`src/rtl/cpu_control_fsm.sv`:
```
`timescale 1ns/1ps
`default_nettype none
// ============================================================================
//  Module   : cpu_control_fsm
//  Purpose  : Multicycle control unit for the MPS core. Fetches 16-bit words
//             from IMEM into the IR, then sequences decode, data-memory access
//             and register-file writeback from the decoded opcode. Owns the PC
//             and drives every datapath enable. One instruction at a time;
//             IMEM and DMEM use req/ack handshakes.
//
//  Parameters:
//    PC_WIDTH   IMEM word-address width (PC wraps modulo 2**PC_WIDTH)
//    IMM_WIDTH  decoded immediate width (branch/jump target source)
//
//  Ports:
//    clk, rst            clock (rising edge), synchronous active-high reset
//    run                 start execution from IDLE
//    imem_addr/req/ack   instruction fetch handshake (addr = PC)
//    ir_we               IR load strobe (FETCH and imem_ack)
//    opcode, imm         decoder fields from the current IR
//    ra_zero             reg_a == 0 (branch condition)
//    alu_op              0 ADD, 1 SUB, 2 AND, 3 OR, 4 XOR
//    rf_we, rf_wsrc      register write strobe; source 0 ALU, 1 imm, 2 DMEM
//    dmem_req/we/ack     data access handshake (we = store)
//    retired             one-cycle pulse when an instruction completes
//    halted              core stopped in HALT
//    illegal             undefined opcode trapped (sticky until rst)
//
//  Configuration macro:
//    CTRL_ILLEGAL_TRAP_EN  defined: undefined opcode halts and raises
//                          illegal. Undefined: undefined opcode acts as NOP.
//
//  Revision : 1.0  initial release
// ============================================================================
module cpu_control_fsm #(
    parameter int PC_WIDTH  = 8,
    parameter int IMM_WIDTH = 8
) (
    input  logic                 clk,
    input  logic                 rst,
    input  logic                 run,
    output logic [PC_WIDTH-1:0]  imem_addr,
    output logic                 imem_req,
    input  logic                 imem_ack,
    output logic                 ir_we,
    input  logic [3:0]           opcode,
    input  logic [IMM_WIDTH-1:0] imm,
    input  logic                 ra_zero,
    output logic [2:0]           alu_op,
    output logic                 rf_we,
    output logic [1:0]           rf_wsrc,
    output logic                 dmem_req,
    output logic                 dmem_we,
    input  logic                 dmem_ack,
    output logic                 retired,
    output logic                 halted,
    output logic                 illegal
);

    // ------------------------------------------------------------------
    // State and opcode encodings
    // ------------------------------------------------------------------
    localparam logic [2:0] c_ST_IDLE   = 3'd0;
    localparam logic [2:0] c_ST_FETCH  = 3'd1;
    localparam logic [2:0] c_ST_DECODE = 3'd2;
    localparam logic [2:0] c_ST_MEM    = 3'd3;
    localparam logic [2:0] c_ST_WB     = 3'd4;
    localparam logic [2:0] c_ST_HALT   = 3'd5;

    localparam logic [3:0] c_OP_NOP = 4'h0;
    localparam logic [3:0] c_OP_LDI = 4'h1;
    localparam logic [3:0] c_OP_ADD = 4'h2;
    localparam logic [3:0] c_OP_SUB = 4'h3;
    localparam logic [3:0] c_OP_AND = 4'h4;
    localparam logic [3:0] c_OP_OR  = 4'h5;
    localparam logic [3:0] c_OP_XOR = 4'h6;
    localparam logic [3:0] c_OP_LD  = 4'h7;
    localparam logic [3:0] c_OP_ST  = 4'h8;
    localparam logic [3:0] c_OP_JMP = 4'h9;
    localparam logic [3:0] c_OP_BZ  = 4'hA;
    localparam logic [3:0] c_OP_HLT = 4'hF;

    localparam logic [1:0] c_WSRC_ALU = 2'd0;
    localparam logic [1:0] c_WSRC_IMM = 2'd1;
    localparam logic [1:0] c_WSRC_MEM = 2'd2;

    localparam logic [PC_WIDTH-1:0] c_PC_ONE = {{(PC_WIDTH-1){1'b0}}, 1'b1};

    // ------------------------------------------------------------------
    // Registers and next-state wires
    // ------------------------------------------------------------------
    logic [2:0]          r_state;
    logic [PC_WIDTH-1:0] r_pc;
    logic [2:0]          w_next_state;
    logic [PC_WIDTH-1:0] w_next_pc;
    logic [PC_WIDTH-1:0] w_pc_inc;
    logic [PC_WIDTH-1:0] w_imm_pc;
    logic                w_retire;
    logic                w_trap;

    // PC+1 wraps naturally at all-ones because the sum is PC_WIDTH bits.
    assign w_pc_inc  = r_pc + c_PC_ONE;
    assign imem_addr = r_pc;

    // Jump/branch target: the immediate resized to the PC width.
    generate
        if (IMM_WIDTH >= PC_WIDTH) begin : g_imm_trunc
            assign w_imm_pc = imm[PC_WIDTH-1:0];
            if (IMM_WIDTH > PC_WIDTH) begin : g_imm_drop
                // Upper immediate bits cannot address IMEM; intentionally dropped.
                logic w_imm_hi_unused;
                assign w_imm_hi_unused = ^imm[IMM_WIDTH-1:PC_WIDTH];
            end
        end else begin : g_imm_zext
            assign w_imm_pc = {{(PC_WIDTH-IMM_WIDTH){1'b0}}, imm};
        end
    endgenerate

    // ------------------------------------------------------------------
    // Process 1: state register (plus PC and trap flag)
    // ------------------------------------------------------------------
`ifdef CTRL_ILLEGAL_TRAP_EN
    logic r_illegal;
`endif

    always_ff @(posedge clk) begin
        if (rst) begin
            r_state   <= c_ST_IDLE;
            r_pc      <= '0;
`ifdef CTRL_ILLEGAL_TRAP_EN
            r_illegal <= 1'b0;
`endif
        end else begin
            r_state   <= w_next_state;
            r_pc      <= w_next_pc;
`ifdef CTRL_ILLEGAL_TRAP_EN
            r_illegal <= r_illegal | w_trap;
`endif
        end
    end

`ifdef CTRL_ILLEGAL_TRAP_EN
    assign illegal = r_illegal;
`else
    assign illegal = 1'b0;
`endif

    // ------------------------------------------------------------------
    // Process 2: next-state, next-PC and completion decode.
    // The PC only moves on completion, so it is stable across every
    // handshake wait; the IR is only loaded on imem_ack, so opcode stays
    // valid through DECODE, MEM and WB.
    // ------------------------------------------------------------------
    always_comb begin
        w_next_state = r_state;
        w_next_pc    = r_pc;
        w_retire     = 1'b0;
        w_trap       = 1'b0;

        case (r_state)
            c_ST_IDLE: begin
                if (run) begin
                    w_next_state = c_ST_FETCH;
                end
            end

            c_ST_FETCH: begin
                if (imem_ack) begin
                    w_next_state = c_ST_DECODE;
                end
            end

            c_ST_DECODE: begin
                case (opcode)
                    c_OP_NOP: begin
                        w_next_state = c_ST_FETCH;
                        w_next_pc    = w_pc_inc;
                        w_retire     = 1'b1;
                    end
                    c_OP_LDI, c_OP_ADD, c_OP_SUB, c_OP_AND, c_OP_OR, c_OP_XOR: begin
                        w_next_state = c_ST_WB;
                    end
                    c_OP_LD, c_OP_ST: begin
                        w_next_state = c_ST_MEM;
                    end
                    c_OP_JMP: begin
                        w_next_state = c_ST_FETCH;
                        w_next_pc    = w_imm_pc;
                        w_retire     = 1'b1;
                    end
                    c_OP_BZ: begin
                        w_next_state = c_ST_FETCH;
                        w_next_pc    = ra_zero ? w_imm_pc : w_pc_inc;
                        w_retire     = 1'b1;
                    end
                    c_OP_HLT: begin
                        w_next_state = c_ST_HALT;
                        w_retire     = 1'b1;
                    end
                    default: begin
`ifdef CTRL_ILLEGAL_TRAP_EN
                        // PC is left pointing at the faulting word.
                        w_next_state = c_ST_HALT;
                        w_trap       = 1'b1;
`else
                        w_next_state = c_ST_FETCH;
                        w_next_pc    = w_pc_inc;
                        w_retire     = 1'b1;
`endif
                    end
                endcase
            end

            c_ST_MEM: begin
                if (dmem_ack) begin
                    if (opcode == c_OP_ST) begin
                        w_next_state = c_ST_FETCH;
                        w_next_pc    = w_pc_inc;
                        w_retire     = 1'b1;
                    end else begin
                        w_next_state = c_ST_WB;
                    end
                end
            end

            c_ST_WB: begin
                w_next_state = c_ST_FETCH;
                w_next_pc    = w_pc_inc;
                w_retire     = 1'b1;
            end

            c_ST_HALT: begin
                w_next_state = c_ST_HALT;
            end

            default: begin
                w_next_state = c_ST_IDLE;
            end
        endcase
    end

    // ------------------------------------------------------------------
    // Process 3: datapath controls, decoded from state. ir_we and retired
    // also look at the handshake/opcode so they land in the completing
    // cycle rather than one cycle late.
    // ------------------------------------------------------------------
    always_comb begin
        imem_req = 1'b0;
        ir_we    = 1'b0;
        dmem_req = 1'b0;
        dmem_we  = 1'b0;
        rf_we    = 1'b0;
        rf_wsrc  = c_WSRC_ALU;
        alu_op   = 3'd0;
        halted   = 1'b0;
        retired  = w_retire;

        case (r_state)
            c_ST_FETCH: begin
                imem_req = 1'b1;
                ir_we    = imem_ack;
            end
            c_ST_MEM: begin
                dmem_req = 1'b1;
                dmem_we  = (opcode == c_OP_ST);
            end
            c_ST_WB: begin
                rf_we = 1'b1;
                if (opcode == c_OP_LDI) begin
                    rf_wsrc = c_WSRC_IMM;
                end else if (opcode == c_OP_LD) begin
                    rf_wsrc = c_WSRC_MEM;
                end else begin
                    rf_wsrc = c_WSRC_ALU;
                end
                // ALU opcodes 2..6 map directly onto alu_op 0..4.
                if (opcode >= c_OP_ADD && opcode <= c_OP_XOR) begin
                    alu_op = opcode[2:0] - 3'd2;
                end
            end
            c_ST_HALT: begin
                halted = 1'b1;
            end
            default: begin
                imem_req = 1'b0;
            end
        endcase
    end

endmodule
`default_nettype wire

```
`config.mk`:
```
export PLATFORM = sky130hd
export DESIGN_NAME = cpu_control_fsm
export DESIGN_NICKNAME = d
export VERILOG_FILES = /design/src/rtl/cpu_control_fsm.sv
export SDC_FILE = /design/constraint.sdc
export NUM_CORES = 1
export LEC_CHECK = 0
export ABC_AREA = 1
export BUFFER_PORTS_ARGS = -buffer_cell sky130_fd_sc_hd__buf_4
export CAP_MARGIN = 15
export CORE_ASPECT_RATIO = 1.1
export CORE_MARGIN = 2
export CORE_UTILIZATION = 44
export DETAILED_ROUTE_END_ITERATION = 16
export PLACE_DENSITY = 0.75
export RECOVER_POWER = 100
export SYNTH_ARGS = -nofsm -noshare
export SYNTH_HDL_FRONTEND = slang
export SYNTH_SLANG_ARGS = --single-unit
```
`constraint.sdc`:
```
create_clock -name clk -period 1.4 [get_ports clk]
set_input_delay 0.07 -clock clk [delete_from_list [all_inputs] [get_ports clk]]
set_output_delay 0.07 -clock clk [all_outputs]
set_load 0.01 [all_outputs]
```
# Word-level counts from Yosys, hierarchy flattened
# Index checks and enable logic that the tools add are counted.
[totals]
ff_bits = 11
latchBits = 0
mem_bits_rw = 0
rom_bits = 0
input_bits = 18
out_inout_bits = 21
elab_cells = 62
memories = 0
[op_classes]
n_addsub = 2
n_mul = 0
div_mod_pow = 0
order_cmp = 2
n_eq_ne = 21
shifts = 0
muxes = 26
bitwise = 0
n_reduce_logical = 9
[ops]
columns = ["op", "count"]
rows = [
  ["one-hot mux 8 bit (3 select lines)", 2],
  ["two-way mux 8 bit", 3],
  ["two-way mux 3 bit", 6],
  ["one-hot mux 3 bit (6 select lines)", 1],
  ["equality test 4 x 3 -> 1 bit (second input constant)", 4],
  ["equality test 4 bit (second input constant)", 4],
  ["!= test 2 bit (second input constant)", 5],
  ["two-way mux 1 bit", 9],
  ["one-hot mux 3 bit (3 select lines)", 1],
  ["OR reduction 9 bit", 1],
  ["adder 8 x 1 -> 8 bit (second input constant)", 1],
  ["equality test 4 x 2 -> 1 bit (second input constant)", 2],
  ["OR reduction 8 bit", 1],
  ["equality test 3 x 2 -> 1 bit (second input constant)", 2],
  ["equality test 3 bit (second input constant)", 2],
  ["two-way mux 2 bit", 3],
  ["OR reduction 6 bit", 1],
  ["equality test 4 x 1 -> 1 bit (second input constant)", 1],
  [">= comparator 4 x 2 -> 1 bit (second input constant)", 1],
  ["<= comparator 4 x 3 -> 1 bit (second input constant)", 1],
  ["AND reduction 4 bit", 1],
  ["equality test 3 x 1 -> 1 bit (second input constant)", 1],
  ["logical NOT 3 bit", 1],
  ["one-hot mux 1 bit (3 select lines)", 1],
  ["5 further kinds", 5],
]

# Longest topological paths before layout
# Gate-level depths: netlist (run 1).
[depth]
ltp_word = 4
ltp_mapped = 12
ltp_nobuf = 11

# Worst setup path after synthesis (run 1)
# Ideal clock, no wire load.
[synth_path]
path_type = "flip-flop to flip-flop"
from = "register r_state[2]"
to = "register r_pc[3], in the netlist imem_addr[3]"
setup_ps = 113
arrival_ps = 1201
required_ps = 1287
path_slack_ps = 86
stages_incl_launch_ff = 11
path_buffers = 1
synth_period_minus_slack_ps = 1314
path_cell_list = "dfxtp_1 -> inv_2 -> nand3_2 -> inv_2 -> nand2_2 -> nand2_1 -> nor2_2 -> nand2_2 -> buf_6 -> nor2_1 -> nor2_1"
[synth_via]
elab_chain_len = 3
word_cells_on_any_way = 9
classes_between = "eq/ne: 6; mux: 1; reduce/logical: 2"
[synth_lines]
columns = ["element", "line", "text"]
rows = [
  ["from (decl)", "92", "logic [2:0] r_state;"],
  ["from (signal assigned)", "128", "r_state <= c_ST_IDLE;"],
  ["from (signal assigned)", "134", "r_state <= w_next_state;"],
  ["equality test 3 x 2 -> 1 bit or equality test 3 bit (tied branches)", "160", "case (r_state)"],
  ["!= test 2 bit (no line) or nonzero test 3 bit (tied branches)", "n/a", ""],
  ["AND reduction 4 bit (no line)", "n/a", ""],
  ["to (signal assigned)", "135", "r_pc <= w_next_pc;"],
  ["to (decl)", "93", "logic [PC_WIDTH-1:0] r_pc;"],
]
# Parallel ways exist; a longest one is shown, timed or not.
# A chain may end at the register's enable or synchronous reset.

# Worst setup path in the final report (run 1)
[layout_path]
from = "register r_state[1]"
to = "output port alu_op[2]"
[layout_via]
elab_chain_len = 2
[layout_lines]
columns = ["element", "line", "text"]
rows = [
  ["equality test 3 bit", "258", "case (r_state)"],
  ["two-way mux 3 bit", "258", ""],
  ["to (decl)", "49", "output logic [2:0] alu_op,"],
]
# Every way passes these cells.

==> metrics.cfg, run 1 <==
[outcome]
status = finished with violations
violations = negative setup slack

[sta]
hold_violations = 0
period_needed_ps = 1420
fin_skew_ps = 3.78
rsz0062_at_grt = true
timing.final.crit_share_pct = 102
fmax_ghz = 0.703
finalSetupViolCount = 2
fin_ws_ps = -23.0
final_max_slew_viol_count = 0
fin_tns_setup_ps = -27.3

[worst_setup_path]
crit_type = reg -> out
crit_path_max_fanout = 6
startpoint_type = register
end_kind = output pin
worstPathRequired_ps = 1330
worstPathArrival_ps = 1350

[yosys]
seq_area_frac_synth_pct = 20.8
syn_inst = 199
synth_warnings = 0
ys_ff_latch = 11
netlist_area_sq_um = 1060
synth_top_cell_area_share_pct = 24.4
synth_top_area_cell = nand2_1
synth.area.top_cells = nand2_1 24%, dfxtp_1 21%, nor2_1 12%, inv_1 8.8%, nand3_1 6.6%
avgSynthCellArea_sq_um = 5.33
synth_nets = 219
synth.distinct_cells = 22

[power_and_ir_drop]
power_density_nw_per_um2 = 800
leakage_nw = 0.827
irDropWorstVdd_v = 0.000633
total_power_w = 0.00120

[placed_design]
io_buffer_count = 37
dp_hpwl_mm = 2.04
gp_congestion = 0.798
placed_cells = 269
dp_slack_ps = -9.62

[cells_and_area]
layout.cells.non_filler = 278
syn_to_final_growth_pct = 41.2
num-fill-cells = 248
finalNetCount = 269
final_util_pct = 65.8
insertedDiodeCount = 0
layout-drive-gt1-share_pct = 27.8

[floorplanning]
fp.dieW_um = 50.8
ios = 39
start_util_pct = 46.6
fp.coreArea_sq_um = 2270
num_rows = 18
die_h_um = 55.5
dieArea_sq_um = 2820

[cts]
clock_path_buffers = 2
cts_buffers = 3
htreeDepth = 1
clk_latency_ps = 270
clk_pin_slew_ps = 70
cts.sinks = 11
cts_root_buffer = clkbuf_4
cts_tree = yes

[global_route]
grt_first_pass_wirelength_mm = 4.56
antenna_found_initial = 0
grt_max_degree = 16
grt_pass1_vias = 1158
grtUsageTotal_pct = 20.2
grt-ovfl-total = 0

[flow_run]
drv_cap = 0

[detailed_routing]
drtIter0Drc = 18
antenna_left = 0
num_vias = 1338
wl_mm = 2.78
drc = 0
viasPerCell = 4.81
wire_per_inst_um = 10.0
firstDrtPassIters = 4

[hold_path]
min_path_type = in -> reg

report_power, final:
group | switching [W] | internal, W | total, W
logic | 0.000309 | 0.000245 | 0.000553
registers | 0.0000626 | 0.000364 | 0.000426
clock network | 0.000108 | 0.000110 | 0.000219
state kept, by name, indices dropped and copies added (netlist names):
register and count:
imem_addr 8, r_state 3
Yosys cell counts, drive strengths merged:
master / number
clkinv: 1
conb: 1
nand3: 15
o21ai: 8
nand4: 2
nor2: 39
a21oi: 7
nand2: 73
a22oi: 1
dfxtp: 11
buf: 2
inv: 28
ha: 2
nor3: 5
xor2: 4
critical path, stage by stage (launching register included):
cell and delay (ps):
dfxtp_4 380, nor2_4 130, nand2_2 90, buf_6 140, inv_4 60, nand2_2 50, nor2_1 100, buf_4 120
final cells by class:
| cell class | count | area (sq um) | share of cell area [%] |
|---|---|---|---|
| multi-input cells | 157 | 764 | 51.0 |
| repair buffers | 47 | 329 | 22.0 |
| flip-flops and latches | 11 | 229 | 15.3 |
| inverters | 29 | 111 | 7.44 |
| well taps | 30 | 37.5 | 2.51 |
| clock buffers | 4 | 26.3 | 1.75 |
cells by family (layout without fill, tap and decap cells):
family | after synthesis | after routing | share of synthesized area [%]
buffers and inverters | 31 | 80 | 12.0
and+or+nand+nor | 134 | 134 | 53.1
other | 1 | 1 | 0.353
adders and majority gates | 2 | 2 | 2.36
DFF | 11 | 11 | 20.8
xor gates and xnor gates | 4 | 4 | 3.30
AOI/OAI and AO/OA | 16 | 16 | 8.14
what timing repair did:
action,CTS,global route
gates resized for setup,4,19
buffers inserted,1,3
setup endpoints to repair,12,13
hold buffers,1,0
pin swaps,1,3
hold endpoints to repair,2,0
stage by stage:
stage / hold WS, ps / cell area (sq um)
6_report: 115 / 1500
3_5_place_dp: 254 / 1400
2_1_floorplan: 139 / 1060
4_1_cts: 118 / 1450
3_3_place_gp: 252 / 1400
5_1_grt: 139 / 1500
worst paths after layout:
check / slack [ps] / depth (start not counted) / to / start
hold / removal: 120 / 5 / imem_addr[6]$_SDFFE_PP0P_ / imm[6]
setup / recovery: -20 / 7 / alu_op[2] / r_state[1]$_SDFFE_PP0P_
hold reg to reg: 560 / 4 / imem_addr[1]$_SDFFE_PP0P_ / imem_addr[1]$_SDFFE_PP0P_
setup reg to reg: 60 / 7 / imem_addr[2]$_SDFFE_PP0P_ / r_state[1]$_SDFFE_PP0P_
layout by cell type, fill, tap and decap left out, types with 2 or more instances in the layout:
| cell | instances |
|---|---|
| nor2_2 | 3 |
| clkbuf_1 | 9 |
| nand2_1 | 66 |
| dfxtp_4 | 2 |
| clkbuf_4 | 3 |
| nor3_1 | 4 |
| o21ai_0 | 8 |
| nand2_2 | 6 |
| nand4_1 | 2 |
| nor2_4 | 2 |
| inv_2 | 6 |
| buf_4 | 37 |
| inv_1 | 21 |
| a21oi_1 | 6 |
| dfxtp_1 | 8 |
| nand3_1 | 12 |
| nor2_1 | 34 |
| nand3_2 | 3 |
| xor2_1 | 4 |
layer usage:
layer  part of all wire, %  track usage (%)  wire (um)
met5                     0                0          0
met4                   1.1             7.72         30
met1                    43             25.1       1190
met2                    49             34.2       1350
met3                   7.3             3.51        204
(Power assumes the default switching activity.)
==> inputs of run 2 (changes only) <==
--- a/config.mk
+++ b/config.mk
@@ -9,7 +9,7 @@
 export BUFFER_PORTS_ARGS = -buffer_cell sky130_fd_sc_hd__buf_4
 export CAP_MARGIN = 15
 export CORE_ASPECT_RATIO = 1.1
-export CORE_MARGIN = 2
+export CORE_MARGIN = 8
 export CORE_UTILIZATION = 44
 export DETAILED_ROUTE_END_ITERATION = 16
 export PLACE_DENSITY = 0.75
==> run 2 against run 1 <==
Against the previous run:
- the flow still finishes with violations (negative setup slack)
- setup slack improved by 20 ps
- clock skew decreased by 1.9 ps
- maximum frequency increased by 1.4%
==> metrics.cfg, run 2 (synthesis results as in run 1) <==
[outcome]
status = finished with violations
violations = negative setup slack

[worst_setup_path]
cp_top_family = flip-flops
path_cells = nor2_4 > nand2_2 > buf_6 > inv_4 > nand2_2 > nor2_1 > buf_4
critPathMostFrequentCell = nand2_2
worstPathRequired_ps = 1330  ; about the same
startpoint_type = register
reg2reg_to = imem_addr[4]$_SDFFE_PP0P_
r2r_slack_ps = 60  ; about the same
timing.rr.start = r_state[1]$_SDFFE_PP0P_
cp_slowest_cell = dfxtp_4
crit_type = reg -> out
slowest_delay_ps = 380  ; about the same
ff2ff_path_depth = 8  ; +1
crit_start = r_state[1]$_SDFFE_PP0P_
worstPathArrival_ps = 1330  ; -20 ps
cp.buffers_inverters = 3  ; unchanged
endpoint = alu_op[0]
crit_path_max_fanout = 6  ; unchanged
end_kind = output pin
critical_path_depth = 7  ; unchanged

[cts]
cts_root_buffer = clkbuf_4
htreeDepth = 1  ; unchanged
clock_path_buffers = 2  ; unchanged
clk_pin_slew_ps = 70  ; about the same
clk_latency_ps = 270  ; about the same
cts_buffers = 3  ; unchanged
cts.sinks = 11  ; unchanged
cts_tree = yes

[power_and_ir_drop]
irDropWorstVdd_v = 0.000706  ; +12%
power_density_nw_per_um2 = 799  ; -0.12%
combPwrFrac_pct = 47.9  ; +1.7 points
p_sw_share_pct = 40.8  ; +0.83 points
leakage_nw = 0.837  ; +1.3%
seqPwrFrac_pct = 34.3  ; -1.3 points
total_power_w = 0.00122  ; +2.2%
p_sw_w = 0.000500  ; +4.3%
clkPwrFrac_pct = 17.8  ; -0.4 points
p_int_w = 0.000725  ; +0.80%

[detailed_routing]
num_vias = 1328  ; -0.75%
wl_mm = 3.08  ; +11%
viasPerCell = 4.74  ; -1.5%
drtIter0Drc = 35  ; +17
drc = 0  ; unchanged
firstDrtPassIters = 4  ; unchanged
wire_per_inst_um = 11.0  ; +10%
antenna_left = 0  ; unchanged

[cells_and_area]
num-fill-cells = 231  ; -6.9%
insertedDiodeCount = 0  ; unchanged
layout-drive-gt1-share_pct = 29.2  ; +1.4 points
finalNetCount = 271  ; +0.74%
syn_to_final_growth_pct = 44.5
fin_area_sq_um = 1530  ; +2.3%
multiInputGateArea_sq_um = 795  ; +3.9%
largest_register_ff_count = 8  ; unchanged
seq_area_sq_um = 226  ; -1.1%
final_common_cell = nand2_1
layout_common_cells = 66 x nand2_1, 38 x buf_4, 31 x nor2_1

[floorplanning]
fp.dieW_um = 62.8  ; +24%
ios = 39  ; unchanged
num_rows = 18  ; unchanged
fp.coreArea_sq_um = 2270  ; unchanged
start_util_pct = 46.6  ; unchanged
die_h_um = 67.5  ; +22%
dieArea_sq_um = 4240  ; +50%

[global_route]
grt_pass1_vias = 1179  ; +1.8%
grt_first_pass_wirelength_mm = 4.87  ; +6.8%
antenna_found_initial = 0  ; unchanged
grtUsageMet1_pct = 15.5  ; -9.5 points
busiest_layer = met2
grtUsageMet3_pct = 4.97  ; +1.5 points
grtUsageTotal_pct = 13.7  ; -6.5 points
gr-usage-met2_pct = 23.8  ; -10 points
grt_max_degree = 16  ; unchanged
grt-ovfl-total = 0  ; unchanged

[sta]
fin_ws_ps = -2.68  ; +20.3 ps
finalSetupViolCount = 2  ; unchanged
fmax_ghz = 0.713  ; +1.4%
timing.final.crit_share_pct = 100  ; -1.5 points
hold_violations = 0  ; unchanged
fin_skew_ps = 1.84  ; -1.93 ps
period_needed_ps = 1400  ; -20.3 ps
rsz0062_at_grt = true
final_max_slew_viol_count = 0  ; unchanged

[hold_path]
min_path_type = in -> reg

[placed_design]
gp_congestion = 0.838  ; +4.9%
dp_hpwl_mm = 2.31  ; +13%
io_buffer_count = 37  ; unchanged
dpl-instance-area_sq_um = 1410  ; +1.1%

[flow_run]
drv_cap = 0  ; unchanged

-- run 2: power by group through the flow --
stage	Clock [W]	Sequential, W	Combinational [W]
after floorplan	0	0.000434	0.000313
after global placement	0	0.000415	0.000527
after detailed placement	0	0.000416	0.000529
after CTS	0.000224	0.000412	0.000548
after global routing	0.000243	0.000428	0.000667
final	0.000218	0.000420	0.000586
-- run 2: area by class of cell --
class	instances	share of cell area (%)
sequential	11	14.8
inverter	29	7.27
tap	30	2.45
timing repair buffer	48	22.0
clock buffer	4	1.71
multi-input combinational	158	51.8
-- run 2: routing by layer --
layer | vias to the layer above | part of all wire [%]
li1 | 718 | -
met1 | 564 | 44
met2 | 44 | 47
met3 | 2 | 8.5
met4 | 0 | 0.36
met5 | - | 0
-- run 2: how the worst min path moves through the flow --
stage / slack [ps] / end / depth (start not counted) / from
floorplan: 140 / r_state[1]$_SDFFE_PP0P_ / 1 / rst
global placement: 260 / r_state[0]$_SDFFE_PP0P_ / 2 / rst
detailed placement: 260 / r_state[1]$_SDFFE_PP0P_ / 2 / rst
CTS: 120 / imem_addr[6]$_SDFFE_PP0P_ / 5 / imm[6]
global route: 150 / imem_addr[6]$_SDFFE_PP0P_ / 5 / imm[6]
finish: 120 / imem_addr[6]$_SDFFE_PP0P_ / 5 / imm[6]
-- run 2: per-stage QoR --
step                setup slack [ps]  cells  hold slack (ps)  TNS [ps]  util [%]
floorplan                       86.4    199              139         0         -
global placement                15.0    271              256         0      62.0
detailed placement             0.939    271              256         0      62.0
CTS                           -0.871    277              121    -0.871      64.4
global route                   -81.1    280              154      -717      67.4
finish                         -2.68    280              121     -4.91      67.4
-- run 2: worst register-to-register path, stage by stage (launching register included) --
cell and delay (ps):
dfxtp_4 380, nor2_4 130, nand2_2 90, nand3_1 110
nand2_2 80, nor2_4 160, nand2_4 120, nor2_1 130
nor2_1 50
-- run 2: repair_timing --
| item | CTS | global route |
|---|---|---|
| hold buffers | 1 | 0 |
| gates cloned | 0 | 1 |
| endpoints found under the setup margin | 10 | 15 |
| setup buffers | 1 | 2 |
| endpoints found under the hold margin | 2 | 0 |
| pin swaps | 1 | 5 |
| gates resized for setup | 5 | 24 |
==> inputs of run 3 (changes only) <==
--- a/config.mk
+++ b/config.mk
@@ -14,6 +14,7 @@
 export DETAILED_ROUTE_END_ITERATION = 16
 export PLACE_DENSITY = 0.75
 export RECOVER_POWER = 100
+export REMOVE_ABC_BUFFERS = 1
 export SYNTH_ARGS = -nofsm -noshare
 export SYNTH_HDL_FRONTEND = slang
 export SYNTH_SLANG_ARGS = --single-unit
==> run 3 against run 2 <==
Against the previous run:
- the flow now finishes without violations
- via count fell by 4.1%
- cell count fell by 1.4%
- clock-buffer cell count did not move
- maximum frequency rose by 4.1%
- clock skew barely moved
- critical path type unchanged
- design area fell by 2.4%
- critical endpoint is now alu_op[2]
- register-to-register slack improved by 70 ps
- sequential power rose by 2%
==> metrics.cfg, run 3 (synthesis results as in run 1) <==
[detailed_routing]
drc = 0  ; unchanged
num_vias = 1274  ; -4.1%
wl_mm = 2.78  ; -9.8%
viasPerCell = 4.62  ; -2.7%
drtIter0Drc = 33  ; -5.7%
antenna_left = 0  ; unchanged
firstDrtPassIters = 4  ; unchanged
wire_per_inst_um = 10.1  ; -8.5%

[floorplanning]
die_h_um = 67.5  ; unchanged
ios = 39  ; unchanged
fp.dieW_um = 62.8  ; unchanged
num_rows = 18  ; unchanged
start_util_pct = 46.6  ; unchanged
dieArea_sq_um = 4240  ; unchanged
fp.coreArea_sq_um = 2270  ; unchanged

[cells_and_area]
insertedDiodeCount = 0  ; unchanged
syn_to_final_growth_pct = 41.0
finalNetCount = 267  ; -1.5%
final_common_cell = nand2_1
largest_register_ff_count = 8  ; unchanged
final_util_pct = 65.8  ; -1.6 points
multiInputGateArea_sq_um = 777  ; -2.2%
seq_area_sq_um = 226  ; unchanged
num-fill-cells = 238  ; +3.0%
layout.cells.non_filler = 276  ; -1.4%
layout-drive-gt1-share_pct = 28.5  ; -0.74 points
layout_common_cells = 67 x nand2_1, 36 x buf_4, 33 x nor2_1

[power_and_ir_drop]
irDropWorstVdd_v = 0.000520  ; -26%
power_density_nw_per_um2 = 781  ; -2.2%
leakage_nw = 0.823  ; -1.7%

[cts]
cts_root_buffer = clkbuf_4
cts_tree = yes
clock_path_buffers = 2  ; unchanged
cts.sinks = 11  ; unchanged
htreeDepth = 1  ; unchanged
clk_latency_ps = 260  ; about the same
cts_buffers = 3  ; unchanged
clk_pin_slew_ps = 70  ; about the same

[placed_design]
placed_cells = 270  ; -0.37%
dp_hpwl_mm = 2.25  ; -2.4%
io_buffer_count = 37  ; unchanged
gp_congestion = 0.864  ; +3.1%

[worst_setup_path]
crit_path_max_fanout = 6  ; unchanged
critPathMostFrequentCell = nand2_2
path_cells = nor2_4 > nand2_2 > buf_6 > inv_4 > nand2_2 > nor2_1 > buf_4
crit_type = reg -> out
slowest_delay_ps = 390  ; about the same
worstPathArrival_ps = 1280  ; -50 ps
cp_slowest_cell = dfxtp_4
startpoint_type = register
end_kind = output pin
worstPathRequired_ps = 1330  ; about the same

[global_route]
grt_pass1_vias = 1123  ; -4.7%
grtUsageMet3_pct = 4.64  ; -0.33 points
grt_max_degree = 16  ; unchanged
gr-usage-met2_pct = 23.0  ; -0.78 points
grt_first_pass_wirelength_mm = 4.47  ; -8.2%
busiest_layer = met2
grt-ovfl-total = 0  ; unchanged
antenna_found_initial = 0  ; unchanged
grtUsageMet1_pct = 13.3  ; -2.3 points
grtUsageTotal_pct = 12.4  ; -1.4 points

[sta]
hold_violations = 0  ; unchanged
fmax_ghz = 0.742  ; +4.1%
final_max_slew_viol_count = 0  ; unchanged
rsz0062_at_grt = true
finalSetupViolCount = 0  ; -2
timing.final.crit_share_pct = 96.3  ; -3.9 points
period_needed_ps = 1350  ; -55.1 ps
fin_skew_ps = 1.44  ; -0.405 ps

[hold_path]
min_path_type = in -> reg

[flow_run]
drv_cap = 0  ; unchanged

[outcome]
status = finished clean

[run 3: power by group]
| part | internal, W | switching, W |
|---|---|---|
| Sequential | 0.000363 | 0.0000650 |
| Clock | 0.000110 | 0.000103 |
| Combinational | 0.000232 | 0.000297 |
| Total | 0.000705 | 0.000465 |
[run 3: stage by stage]
step | instance area [sq um] | setup slack, ps | TNS [ps] | power [W] | hold slack (ps)
global route | 1500 | -30.1 | -61.8 | 0.00128 | 126
detailed placement | 1400 | -36.6 | -224 | 0.000934 | 251
global placement | 1400 | 26.6 | 0 | 0.000933 | 256
finish | 1500 | 52.4 | 0 | 0.00117 | 114
floorplan | 1040 | 131 | 0 | 0.000734 | 139
CTS | 1470 | -9.54 | -14.1 | 0.00118 | 112
[run 3: critical path, delay by kind of cell (launching register included)]
| kind | cells | cell delay, ps |
|---|---|---|
| buffers and inverters | 3 | 310 |
| DFF | 1 | 390 |
| and+or+nand+nor | 4 | 310 |
[run 3: per-layer routing]
metal	routed length, um	vias to the layer above
met5	0	-
met4	0	0
met3	174	0
met2	1310	31
met1	1290	531
li1	-	712
[run 3: what timing repair did]
action	in CTS	in global routing
hold buffers	1	0
resized for setup	6	21
cloned	0	0
setup buffers	1	0
pin swaps	1	1
endpoints found under the setup margin	12	13
hold endpoints to repair	2	0
[run 3: worst paths after layout]
path,start,end,slack (ps),cells after the start
max,r_state[1]$_SDFFE_PP0P_,alu_op[2],50,7
min,imm[5],imem_addr[5]$_SDFFE_PP0P_,110,5
max reg2reg,r_state[1]$_SDFFE_PP0P_,imem_addr[0]$_SDFFE_PP0P_,130,7
min reg2reg,imem_addr[1]$_SDFFE_PP0P_,imem_addr[1]$_SDFFE_PP0P_,560,4
[run 3: layout make-up]
class                      count  share of cell area [%]
multi-input combinational    157                    51.9
clock buffer                   4                    1.76
sequential                    11                    15.1
timing repair buffer          45                    21.2
tap                           30                    2.51
inverter                      29                    7.44
